$ cat src/rtl/gic_master.sv
// gic_master: Wishbone classic slave that carries one bus cycle at a time
// across the 4-bit GIC link to a remote gic_slave and returns its reply.
module gic_master #(
    parameter int unsigned TIMEOUT = 1023,
    parameter logic [3:0]  IDLE    = 4'b1111
) (
    input  logic        wbs_clk_i,
    input  logic        wbs_rst_i,
    input  logic [31:0] wbs_adr_i,
    input  logic [31:0] wbs_dat_i,
    input  logic [3:0]  wbs_sel_i,
    input  logic        wbs_we_i,
    input  logic        wbs_stb_i,
    input  logic        wbs_cyc_i,
    input  logic [2:0]  wbs_cti_i,
    input  logic [1:0]  wbs_bte_i,
    output logic [31:0] wbs_dat_o,
    output logic        wbs_ack_o,
    output logic        wbs_err_o,
    output logic        wbs_rty_o,
    input  logic [3:0]  gic_dat_i,
    output logic [3:0]  gic_dat_o
);

    localparam int TW = (TIMEOUT < 2) ? 1 : $clog2(TIMEOUT + 1);
    localparam logic [TW-1:0] TMO_LAST = TW'(TIMEOUT - 1);
    localparam logic [3:0] NIB_INIT  = 4'b1010;
    localparam logic [3:0] NIB_SINIT = 4'b0101;
    localparam logic [3:0] NIB_ACK   = 4'b1000;
    localparam logic [3:0] NIB_RTY   = 4'b0010;
    // Salt per 8-nibble group so all-0 / all-1 frames never check out
    localparam logic [3:0] CK_SALT   = 4'b1100;

    typedef enum logic [3:0] {
        S_IDLE, S_INIT, S_CMD, S_SEL, S_ADR, S_DAT, S_CKSUM,
        S_WAIT, S_RESP, S_RDAT, S_RCKSUM, S_DONE
    } state_t;

    typedef enum logic [1:0] {R_ACK = 2'd0, R_ERR = 2'd1, R_RTY = 2'd2} res_t;

    state_t        state_q, state_d;
    res_t          res_q, res_d;
    logic [2:0]    cnt_q, cnt_d;
    logic [TW-1:0] tmo_q, tmo_d;
    logic [31:0]   rsh_q, rsh_d;
    logic [3:0]    rxor_q, rxor_d;
    logic [31:0]   rdat_q, rdat_d;
    logic [3:0]    gic_q, gic_d;
    logic [31:0]   adr_q, dat_q;
    logic [3:0]    sel_q;
    logic          we_q;
    logic          load;
    logic [3:0]    tx_ck;
    logic          done_v;

    // cti/bte carry no meaning for classic single cycles
    logic unused_ok;
    assign unused_ok = ^{wbs_cti_i, wbs_bte_i};

    function automatic logic [3:0] nib_xor(input logic [31:0] v);
        logic [3:0] x;
        x = 4'h0;
        for (int i = 0; i < 8; i++) x ^= v[i*4 +: 4];
        return x;
    endfunction

    assign tx_ck = sel_q ^ nib_xor(adr_q) ^ CK_SALT
                 ^ (we_q ? (nib_xor(dat_q) ^ CK_SALT) : 4'h0);

    // Next-state, reply decode and the nibble to drive next cycle
    always_comb begin
        state_d = state_q;
        res_d   = res_q;
        cnt_d   = cnt_q;
        tmo_d   = tmo_q;
        rsh_d   = rsh_q;
        rxor_d  = rxor_q;
        rdat_d  = rdat_q;
        load    = 1'b0;
        gic_d   = IDLE;
        case (state_q)
            S_IDLE: if (wbs_cyc_i && wbs_stb_i) begin
                load    = 1'b1;
                state_d = S_INIT;
            end
            S_INIT: state_d = S_CMD;
            S_CMD:  state_d = S_SEL;
            S_SEL: begin
                state_d = S_ADR;
                cnt_d   = 3'd0;
            end
            S_ADR: begin
                cnt_d = cnt_q + 3'd1;
                if (cnt_q == 3'd7) state_d = we_q ? S_DAT : S_CKSUM;
            end
            S_DAT: begin
                cnt_d = cnt_q + 3'd1;
                if (cnt_q == 3'd7) state_d = S_CKSUM;
            end
            S_CKSUM: begin
                state_d = S_WAIT;
                tmo_d   = '0;
            end
            S_WAIT: begin
                if (gic_dat_i == NIB_SINIT) begin
                    state_d = S_RESP;
                end else if (tmo_q == TMO_LAST) begin
                    state_d = S_DONE;
                    res_d   = R_ERR;
                end else begin
                    tmo_d = tmo_q + TW'(1);
                end
            end
            S_RESP: begin
                // Anything that is not a clean one-hot ack/err/rty is an error
                case (gic_dat_i)
                    NIB_ACK: res_d = R_ACK;
                    NIB_RTY: res_d = R_RTY;
                    default: res_d = R_ERR;
                endcase
                if (gic_dat_i == NIB_ACK && !we_q) begin
                    state_d = S_RDAT;
                    cnt_d   = 3'd0;
                    rxor_d  = 4'h0;
                end else begin
                    state_d = S_DONE;
                end
            end
            S_RDAT: begin
                rsh_d  = {rsh_q[27:0], gic_dat_i};
                rxor_d = rxor_q ^ gic_dat_i;
                cnt_d  = cnt_q + 3'd1;
                if (cnt_q == 3'd7) state_d = S_RCKSUM;
            end
            S_RCKSUM: begin
                state_d = S_DONE;
                if (gic_dat_i == (rxor_q ^ CK_SALT)) begin
                    rdat_d = rsh_q;
                    res_d  = R_ACK;
                end else begin
                    res_d  = R_ERR;
                end
            end
            S_DONE:  state_d = S_IDLE;
            default: state_d = S_IDLE;
        endcase
        case (state_d)
            S_INIT:  gic_d = NIB_INIT;
            S_CMD:   gic_d = {we_q, 3'b000};
            S_SEL:   gic_d = sel_q;
            S_ADR:   gic_d = adr_q[{~cnt_d, 2'b00} +: 4];
            S_DAT:   gic_d = dat_q[{~cnt_d, 2'b00} +: 4];
            S_CKSUM: gic_d = tx_ck;
            default: gic_d = IDLE;
        endcase
    end

    // Control state; reset aborts any frame in flight without a bus reply
    always_ff @(posedge wbs_clk_i) begin
        if (wbs_rst_i) begin
            state_q <= S_IDLE;
            res_q   <= R_ERR;
            cnt_q   <= '0;
            tmo_q   <= '0;
            rsh_q   <= '0;
            rxor_q  <= '0;
            rdat_q  <= '0;
            gic_q   <= IDLE;
        end else begin
            state_q <= state_d;
            res_q   <= res_d;
            cnt_q   <= cnt_d;
            tmo_q   <= tmo_d;
            rsh_q   <= rsh_d;
            rxor_q  <= rxor_d;
            rdat_q  <= rdat_d;
            gic_q   <= gic_d;
        end
    end

    // Request snapshot; bus inputs are ignored once the frame has started
    always_ff @(posedge wbs_clk_i) begin
        if (load) begin
            adr_q <= wbs_adr_i;
            dat_q <= wbs_dat_i;
            sel_q <= wbs_sel_i;
            we_q  <= wbs_we_i;
        end
    end

    // Pulse is withheld if the master abandoned the cycle
    assign done_v    = (state_q == S_DONE) && wbs_cyc_i;
    assign wbs_ack_o = done_v && (res_q == R_ACK);
    assign wbs_err_o = done_v && (res_q == R_ERR);
    assign wbs_rty_o = done_v && (res_q == R_RTY);
    assign wbs_dat_o = rdat_q;
    assign gic_dat_o = gic_q;

endmodule

$ cat config.mk
export PLATFORM = sky130hd
export DESIGN_NAME = gic_master
export DESIGN_NICKNAME = d
export VERILOG_FILES = /design/src/rtl/gic_master.sv
export SDC_FILE = /design/constraint.sdc
export NUM_CORES = 1
export LEC_CHECK = 0
export BUFFER_PORTS_ARGS = -buffer_cell sky130_fd_sc_hd__buf_4
export CAP_MARGIN = 5
export CORE_MARGIN = 2
export CORE_UTILIZATION = 40
export DETAILED_ROUTE_END_ITERATION = 12
export GPL_TIMING_DRIVEN = 0
export SYNTH_ARGS = -nofsm -noshare
export SYNTH_HDL_FRONTEND = slang
export SYNTH_SLANG_ARGS = --single-unit
$ cat constraint.sdc
create_clock -name wbs_clk_i -period 4.9 [get_ports wbs_clk_i]
set_input_delay 0.49 -clock wbs_clk_i [delete_from_list [all_inputs] [get_ports wbs_clk_i]]
set_output_delay 0.49 -clock wbs_clk_i [all_outputs]
set_load 0.02 [all_outputs]
Word-level counts from Yosys, hierarchy flattened
Index checks and enable logic that the tools add are counted.
Word-level totals
  flip-flop bits (word level): 160
  input port bits: 82
  output and inout port bits: 39
  logic and storage cells: 108
Cells by class
  $add $sub $neg: 2
  eq/ne operators: 29
  shift-type cells: 2
  multiplexer cells: 25
  bitwise operators: 21
  reductions and logical operators: 17
Operators by type and width (count)
  $xor 4x4->4: 17
  $shiftx 32x6->4: 2
  $pmux 4 s11: 1
  $eq 4x3->1 const B: 8
  $mux 4: 8
  $pmux 4 s6: 1
  $eq 4x2->1 const B: 5
  $eq 4x4->1 const B: 5
  $mux 10: 2
  $pmux 10 s2: 1
  $add 10x1->10 const B: 1
  $eq 10x10->1 const B: 1
  $pmux 3 s3: 1
  $eq 4x1->1 const B: 2
  $mux 2: 4
  $ne 2x2->1 const B: 4
  $pmux 4 s2: 1
  $logic_and 1x1->1: 6
  $not 2->2: 3
  $pmux 2 s3: 1
  $reduce_and 3->1: 2
  $eq 4x4->1: 1
  $logic_not 4->1: 1
  $pmux 2 s2: 1
  13 further kinds: 17

Depth between registers and ports, before layout
  word-level depth: 11
  mapped depth: 10
  gate-level depth less buffers: 9

Worst setup path before layout
No wires, ideal clock.
  path type: flip-flop to flip-flop
  start point: register state_q[2]
  end point: register gic_q[0] (netlist: gic_dat_o[0])
  library setup time: 120 ps
  data arrival time: 3194 ps
  required time: 4780 ps
  slack: 1586 ps
  cell stages (with the launch flop): 9
  path buffers: 2
  period minus slack after synthesis: 3314 ps
  cells stage by stage: dfxtp_1 > buf_4 > buf_2 > nor2_1 > and3b_1 > a2111oi_0 > nand2_1 > nor2_1 > a211o_1
Between the ends
  word-level cells in the longest chain between the ends: 6
  elaborated cells between the ends (all ways): 30
  classes of those cells: 16 x eq/ne; 2 x shift; 9 x mux; 1 x bitwise; 2 x reduce/logical
Ends and longest elaborated chain
  start, declared: line 41  | state_t state_q, state_d;
  start signal, assigned: line 170  | state_q <= state_d;
  $eq 4x4->1 / $eq 4x3->1 (equally long branches): line 81  | case (state_q)
  $reduce_or 3->1 (no source line)
  $pmux 3 s3: line 81
  $not 3->3: line 151, 152
  $shiftx 32x6->4 (on tied branches): line 152, 151
  $pmux 4 s6 (*): line 147  | case (state_d)
  end signal, assigned: line 177  | gic_q <= gic_d;
  end, declared: line 48  | logic [3:0] gic_q, gic_d;
Every way passes the cells marked *; elsewhere a longest branch is shown, timed or not.
A chain may end at the register's enable or synchronous reset.

Worst setup path after layout
  start point: register cnt_q[0]
  end point: register gic_q[3] (netlist: gic_dat_o[3])
Between the ends
  word-level cells in the longest chain between the ends: 5
  elaborated cells between the ends (all ways): 18
  classes of those cells: 1 x add/sub; 7 x eq/ne; 2 x shift; 7 x mux; 1 x bitwise
Ends and longest elaborated chain
  start, declared: line 43  | logic [2:0] cnt_q, cnt_d;
  start signal, assigned: line 172  | cnt_q <= cnt_d;
  $add 3x1->3 (tied with other cells): line 93, 97, 132
  $pmux 3 s3 (tied with other cells): line 81
  $not 3->3 / $pmux 4 s11 (equally long branches): line 151, 152, 81
  $shiftx 32x6->4 (tied with other cells): line 152  | S_DAT: gic_d = dat_q[{~cnt_d, 2'b00} +: 4];
  $pmux 4 s6 (*): line 147
Marked as above.

==> results.cfg <==
[synthesis]
synth_nets = 755
synth_area_sq_mm = 0.00720
synth_top_family_by_area = simple AND/OR/NAND/NOR gates
synth-edff-count = 69
async_reset_ff_share_pct = 0
ys_types = 54
synth_mux_area_share_pct = 11.4
synth_top_area_share_pct = 28.8
synth_ff_type = dfxtp_1
synthSimpleGateAreaFrac_pct = 12.9
synthAdderAreaFrac_pct = 0.834
ys_seq_area_share_pct = 54.1
yosys-top-cells-area = edfxtp_1 (29%), dfxtp_1 (25%), mux2i_1 (11%), xnor2_1 (7.3%), nand2_1 (4.4%)
yosys.area.top_type = edfxtp_1
syn-mean-instance-area_sq_um = 10.8
syn_inst = 669
yosys.area_share.xor_xnor_pct = 9.24
synth_compound_area_share_pct = 8.42
ys_ff_latch = 160
synth.yosys.warnings = 0

[routing]
wl_per_cell_um = 15.7
drt-pass1-iter-count = 5
drtAntennaViolNets = 0
via_count = 5267
routed_wirelength_mm = 16.4
drt_iter0_markers = 209
via_per_inst = 5.05
drc_errors = 0

[place]
dp_hpwl_mm = 12.0
port_buffers = 112
place_ws_ps = 2260
gp_congestion = 0.833

[worst_setup_path]
crit_start = cnt_q[0]
r2r_slack_ps = 2270
r2r_cells = 10
cp-end-kind = flip-flop
r2r-start = cnt_q[0]
required_ps = 5200
crit_chain = ha_1 -> ha_1 -> nand3b_1 -> a21oi_4 -> buf_6 -> mux2i_1 -> mux2i_1 -> a22oi_1 -> a21oi_1 -> a311o_1
slowest_stage = dfxtp_1
critPathArrivalTime_ps = 2930
path_class = reg2reg
slowest_delay_ps = 480
cp_max_fo = 10
worstReg2RegEnd = gic_dat_o[3]
startpoint_type = flip-flop

[pwr]
vdd_ir_drop_max_mv = 0.252
power_density_mw_per_mm2 = 343
leakage_nw = 3.50
total_power_w = 0.00307

[min_path]
min_to = dat_q[8]
holdPathStages = 1
hp-class = in2reg
hold_start = wbs_dat_i[8]

[sta]
setup-violations-final = 0
slew_headroom_pct = 56.5
fin_tns_setup_ps = 0
clock_skew_ps = 10.1
max_clock_freq_ghz = 0.380
slew_violations = 0
rsz0062_at_grt = no
min_period_ps = 2630
setup_slack_ps = 2270
hold_viol = 0
worst_pin_slew_ps = 636
finalCritPeriodShare_pct = 53.7

[cts]
root_buffer = clkbuf_16
clk_latency_ps = 430
cts_tree = built
cts.reportedPaths.clkPinSlew_ps = 70
post-cts-setup-buffers = 0
h-tree-depth = 4
cts_hold_buffers = 0
clockBufferDepth = 2
cts_buffers = 17
cts_sinks = 160
cts_resized = 0

[cells_and_area]
layout.nets = 887
final_common_cell = buf_4
antenna-diode-count = 0
syn_to_final_growth_pct = 23.9
n_fill_cell = 1602
layout_common_cells = buf_4 (115), dfxtp_1 (91), nand2_1 (85)
drive_gt1_share_pct = 21.1

[grt]
track_usage_pct = 17.1
gr-total-overflow = 0
grt_pass1_vias = 5203
gr-usage-met2_pct = 28.5
gr-usage-met3_pct = 4.02
grt.met1_usage_pct = 22.3
grt_max_degree = 51
top_usage_layer = met2
grt_first_pass_wirelength_mm = 26.4
antenna_found_initial = 0

[status]
status = completed

[run]
drv_cap = 0

[floorplanning]
die_h_um = 138
fp.coreArea_sq_mm = 0.0178
dieArea_sq_mm = 0.0191
io_pins = 121
initial_core_util_pct = 40.4
die_w_um = 138
rows = 49
-- registers in the layout (all words and copies together) (netlist names) --
register and flops:
rsh_q 32, cnt_q 3, sel_q 4, res_q 2, dat_q 32, tmo_q 10, gic_dat_o 4, wbs_dat_o 32
rxor_q 4, we_q 1, state_q 4, adr_q 32
-- logic make-up after synthesis --
family | count (synthesis)
simple gates | 207
xor+xnor | 76
flops | 160
mux | 82
compound gates | 96
buf+inv | 43
fa+ha+maj | 5
-- Yosys cell counts, drive strengths merged (3+ instances only) --
cell type	n
a211o	4
a21oi	49
a22oi	9
a32oi	3
buf	20
clkbuf	15
dfxtp	91
edfxtp	69
ha	4
inv	8
mux2i	82
nand2	85
nand2b	4
nand3	6
nand4	6
nor2	69
nor2b	8
nor3	8
nor3b	4
nor4	3
o21ai	15
xnor2	60
xor2	16
-- cell type report --
type                    instances  area (sq um)  area share (%)
plain buffers                  35           194            2.17
clock buffers                  19           454            5.09
clock inverters                13           116            1.30
inverters                       8          30.0           0.336
multi-input cells             466          3090            34.6
flip-flops and latches        160          3890            43.6
well taps                     229           287            3.21
repair buffers                113           861            9.65
-- worst max-delay path by stage --
| stage | to | slack, ps |
|---|---|---|
| finish | gic_dat_o[3] | 2270 |
| CTS | gic_dat_o[3] | 2260 |
| detailed placement | gic_dat_o[3] | 2260 |
| global route | gic_dat_o[3] | 2100 |
| global placement | gic_dat_o[2] | 770 |
| floorplan | gic_dat_o[0] | 1590 |
-- through the flow --
stage / utilization (%) / hold slack [ps] / area [sq um] / std cells
2_1_floorplan: - / 436 / 7200 / 669
6_report: 50.0 / 236 / 8920 / 1043
3_3_place_gp: 46.7 / 449 / 8330 / 1010
5_1_grt: 50.0 / 220 / 8920 / 1043
3_5_place_dp: 46.8 / 456 / 8350 / 1011
4_1_cts: 50.0 / 219 / 8920 / 1043
-- critical path, delay by kind of cell (launching register included) --
kind / cells / cell delay [ps]
AOI/OAI and AO/OA: 4 / 850
adders and majority gates: 2 / 470
buffers and inverters: 1 / 230
DFF: 1 / 480
muxes: 2 / 320
and+or+nand+nor: 1 / 150
-- where the power goes --
part | total (W) | switching (W) | internal, W
Combinational | 0.000316 | 0.000156 | 0.000160
Sequential | 0.00147 | 0.0000304 | 0.00144
Clock | 0.00128 | 0.000581 | 0.000698
Total | 0.00307 | 0.000767 | 0.00230
-- layer usage --
metal,routed length (um),up-vias,part of all wire [%]
met3,827,14,5.0
met5,0,-,0
met1,7510,2495,46
met2,7880,146,48
met4,178,0,1.1
li1,-,2612,-
Note: power is estimated with default switching activity, not from simulation.
